`src/rtl/demux1to2_stream_ctrl.sv`:
```
// Steers one valid/ready stream of WIDTH-bit words to channel A or B (by C, or alternating when MODE=1).
// One cycle from accept to valid output; X_ready drops while the target channel is full and its consumer is not ready.
module demux1to2_stream_ctrl #(
  parameter int WIDTH = 4,
  parameter int CNT_W = 8
) (
  input  logic             clk,
  input  logic             rst_n,
  input  logic [WIDTH-1:0] X,
  input  logic             X_valid,
  output logic             X_ready,
  input  logic             C,
  input  logic             MODE,
  output logic [WIDTH-1:0] A,
  output logic             A_valid,
  input  logic             A_ready,
  output logic [WIDTH-1:0] B,
  output logic             B_valid,
  input  logic             B_ready,
  output logic [CNT_W-1:0] A_count,
  output logic [CNT_W-1:0] B_count,
  output logic             ptr
);

  typedef enum logic {
    PTR_A = 1'b0,
    PTR_B = 1'b1
  } ptr_state_t;

  ptr_state_t state;
  ptr_state_t state_nxt;

  logic tgt;
  logic free_a;
  logic free_b;
  logic accept;
  logic load_a;
  logic load_b;
  logic drain_a;
  logic drain_b;

  // A channel is free when it is empty or its held word leaves this cycle.
  assign free_a  = ~A_valid | A_ready;
  assign free_b  = ~B_valid | B_ready;
  assign tgt     = MODE ? ptr : C;
  assign X_ready = tgt ? free_b : free_a;
  assign accept  = X_valid & X_ready;
  assign load_a  = accept & ~tgt;
  assign load_b  = accept & tgt;
  assign drain_a = A_valid & A_ready;
  assign drain_b = B_valid & B_ready;

  always_ff @(posedge clk) begin
    if (!rst_n) begin
      state <= PTR_A;
    end else begin
      state <= state_nxt;
    end
  end

  // No skipping: a stalled target keeps the pointer where it is.
  always_comb begin
    state_nxt = state;
    if (!MODE) begin
      state_nxt = PTR_A;
    end else if (accept) begin
      state_nxt = (state == PTR_A) ? PTR_B : PTR_A;
    end
  end

  always_comb begin
    ptr = (state == PTR_B);
  end

  // A load wins over a drain, so a same-cycle drain+load keeps valid high.
  always_ff @(posedge clk) begin
    if (!rst_n) begin
      A       <= '0;
      A_valid <= 1'b0;
    end else if (load_a) begin
      A       <= X;
      A_valid <= 1'b1;
    end else if (drain_a) begin
      A_valid <= 1'b0;
    end
  end

  always_ff @(posedge clk) begin
    if (!rst_n) begin
      B       <= '0;
      B_valid <= 1'b0;
    end else if (load_b) begin
      B       <= X;
      B_valid <= 1'b1;
    end else if (drain_b) begin
      B_valid <= 1'b0;
    end
  end

  // Delivery counters wrap naturally at 2^CNT_W.
  always_ff @(posedge clk) begin
    if (!rst_n) begin
      A_count <= '0;
      B_count <= '0;
    end else begin
      if (drain_a) A_count <= A_count + CNT_W'(1);
      if (drain_b) B_count <= B_count + CNT_W'(1);
    end
  end

endmodule
```
`config.mk`:
```
export PLATFORM = sky130hd
export DESIGN_NAME = demux1to2_stream_ctrl
export DESIGN_NICKNAME = d
export VERILOG_FILES = /design/src/rtl/demux1to2_stream_ctrl.sv
export SDC_FILE = /design/constraint.sdc
export NUM_CORES = 1
export LEC_CHECK = 0
export CAP_MARGIN = 40
export CORE_AREA = 2 2 55 57
export DETAILED_ROUTE_END_ITERATION = 6
export DIE_AREA = 0 0 57 59
export GPL_ROUTABILITY_DRIVEN = 1
export PLACE_DENSITY = 0.76
export SYNTH_ARGS = -nofsm -noshare
export SYNTH_HDL_FRONTEND = slang
export SYNTH_SLANG_ARGS = --single-unit
```
`constraint.sdc`:
```
create_clock -name clk -period 2.1 [get_ports clk]
set_clock_uncertainty 0.1 [all_clocks]
set_input_delay 0.21 -clock clk [delete_from_list [all_inputs] [get_ports clk]]
set_output_delay 0.21 -clock clk [all_outputs]
set_load 0.05 [all_outputs]
```
==> results.sh <==
export IMPL_ir_drop_mv=0.3391
export IMPL_grt_max_degree=28
export IMPL_max_freq_mhz=518.5
export IMPL_required_ns=1.79
export IMPL_multiInputGateArea_um2=643.1
export IMPL_cpLargestDelayFamily="buffers and inverters"
export IMPL_synth_cells=120
export IMPL_hp_class="in2reg"
export IMPL_rsz0062_at_grt="false"
export IMPL_busiest_layer="met2"
export IMPL_seq_area_um2=540.5
export IMPL_first_global_vias=928
export IMPL_pin_count=39
export IMPL_grt_overflow=0
export IMPL_cts_hold_buffers=0
export IMPL_ant_nets=0
export IMPL_grt_pass1_wl_mm=4.022
export IMPL_post_cts_buffers=0
export IMPL_power_uw=925.2
export IMPL_clkLatencyLatePin_ns=0.31
export IMPL_yosysWarnings=0
export IMPL_drive_above_1_share_pct=8.696
export IMPL_insertedDiodeCount=0
export IMPL_p_leak_uw=0.0006156
export IMPL_yosysTopAreaCell="dfxtp_1"
export IMPL_relSlewSlack_pct=65.89
export IMPL_critical_path_max_fanout=7
export IMPL_avgSynthCellArea_um2=10.02
export IMPL_cp_slowest_cell="clkdlybuf4s50_1"
export IMPL_yosys_top_cells_area="dfxtp_1, mux2i_1, nor2b_1"
export IMPL_synth_top_area_share_pct=44.95
export IMPL_grtUsageMet3_pct=2.838
export IMPL_cts_tree="built"
export IMPL_drt_iter0_drc=8
export IMPL_syn_cell_area_um2=1202
export IMPL_gp_congestion=0.7017
export IMPL_cts_root_buffer="clkbuf_4"
export IMPL_hold_ws_ns=0.3921
export IMPL_via_per_inst=4.875
export IMPL_cp_num_buf_inv=1
export IMPL_fin_setup_tns_ns=0
export IMPL_grt_met2_usage_pct=27.42
export IMPL_outcome="completed"
export IMPL_htreeDepth=1
export IMPL_initial_core_util_pct=44.37
export IMPL_max_cap_violations=0
export IMPL_netlist_cell_type_count=28
export IMPL_finalHoldViolCount=0
export IMPL_setup_violations=0
export IMPL_power_density_nw_per_um2=562.3
export IMPL_first_pass_iters=2
export IMPL_die_x_um=57
export IMPL_track_usage_pct=14.79
export IMPL_slowest_delay_ns=0.85
export IMPL_fp_dieH_um=59
export IMPL_drc=0
export IMPL_io_buffers=38
export IMPL_vias=936
export IMPL_critPathCaptureType="output port"
export IMPL_placed_area_um2=1619
export IMPL_area_growth_pct=36.84
export IMPL_cts_buffers=3
export IMPL_drv_slew=0
export IMPL_worstPathArrival_ns=1.62
export IMPL_clk_pin_slew_worst_paths_ns=0.14
export IMPL_path_class="reg2out"
export IMPL_mostFrequentLayoutCells="clkdlybuf4s50_1, dfxtp_1, nand2_1, nor2b_1, and2_1"
export IMPL_finalInstanceArea_um2=1645
export IMPL_finalCriticalPeriod_ns=1.929
export IMPL_critPathLaunchType="flop"
export IMPL_core_um2=2710
export IMPL_dpl_hpwl_mm=1.761
export IMPL_tightest_slew_ns=0.5100
export IMPL_antenna_found_initial=0
export IMPL_routedWlPerCell_um=12.01
export IMPL_syn_num_nets=133
export IMPL_clkSinkCount=27
export IMPL_final_common_cell="clkdlybuf4s50_1"
export IMPL_fillers=257
export IMPL_fp_row_count=19
export IMPL_ys_seq_area_share_pct=44.95
export IMPL_clk_path_buf_depth=2
export IMPL_crit_chain="clkdlybuf4s50_1"
export IMPL_post_cts_resized=0
export IMPL_die_area_um2=3363
export IMPL_nNetsFinal=175
export IMPL_finalWirelength_mm=2.305
export IMPL_ys_ff_latch=27
export IMPL_min_period_over_period_pct=91.84
export IMPL_grt_met1_usage_pct=17.87
-- cell type report --
type                            count  area share (%)
Tap cell                           31           2.357
Multi-Input combinational cell     88           39.09
Timing Repair Buffer               39           23.42
Clock buffer                        4           1.597
Sequential cell                    27           32.85
Inverter                            3          0.6844
-- Yosys cell counts (all sizes together) --
cell type  number
nand2b          2
a21boi          8
nand3b          1
or3             4
mux2i           9
and2            9
nand2          11
mux2            1
a21oi           1
ha              2
xor2            3
a21o            1
clkbuf          2
nor4            1
nand3           7
nor3            3
nor2b          10
nor2            1
o21ai           4
inv             3
xnor2           7
dfxtp          27
nand4           3
-- per-layer routing --
layer	part of all wire, %	up-vias
met1	45	426
met5	0	-
li1	-	486
met2	49	24
met4	0	0
met3	5.8	0
-- stage by stage --
step	setup WS (ns)	util, %	std cells
2_1_floorplan	0.3516	-	120
5_1_grt	0.1060	60.71	192
3_3_place_gp	0.2332	59.74	188
6_report	0.1713	60.71	192
4_1_cts	0.1465	60.71	192
3_5_place_dp	0.1927	59.74	188
-- state kept, by name, indices dropped and copies added, names as in the netlist --
signal   cells
A            4
ptr          1
A_count      8
A_valid      1
B_valid      1
B_count      8
B            4
-- worst paths after layout --
| check | start | endpoint | slack, ns | cells past startpoint |
|---|---|---|---|---|
| worst max-delay path | B_valid | B_valid | 0.17 | 1 |
| worst min-delay path | MODE | ptr | 0.39 | 3 |
| worst max register to register | A_count[0] | A_count[4] | 0.71 | 4 |
| worst min register to register | B_count[6] | B_count[6] | 0.42 | 2 |
-- cell families after synthesis --
| group | count (synthesis) | share of synthesized area (%) |
|---|---|---|
| AOI/OAI and AO/OA | 14 | 8.013 |
| adders and majority gates | 2 | 2.081 |
| DFF | 27 | 44.95 |
| buffers and inverters | 5 | 1.561 |
| and+or+nand+nor | 52 | 27.37 |
| muxes | 10 | 8.741 |
| xor gates and xnor gates | 10 | 7.285 |
-- where the power goes --
| part | internal (uW) | switching [uW] | total, uW |
|---|---|---|---|
| Combinational | 70.6 | 94.4 | 165 |
| Clock | 74.1 | 147 | 221 |
| Sequential | 527 | 12.6 | 539 |
Power figures use the tool's default switching activity.
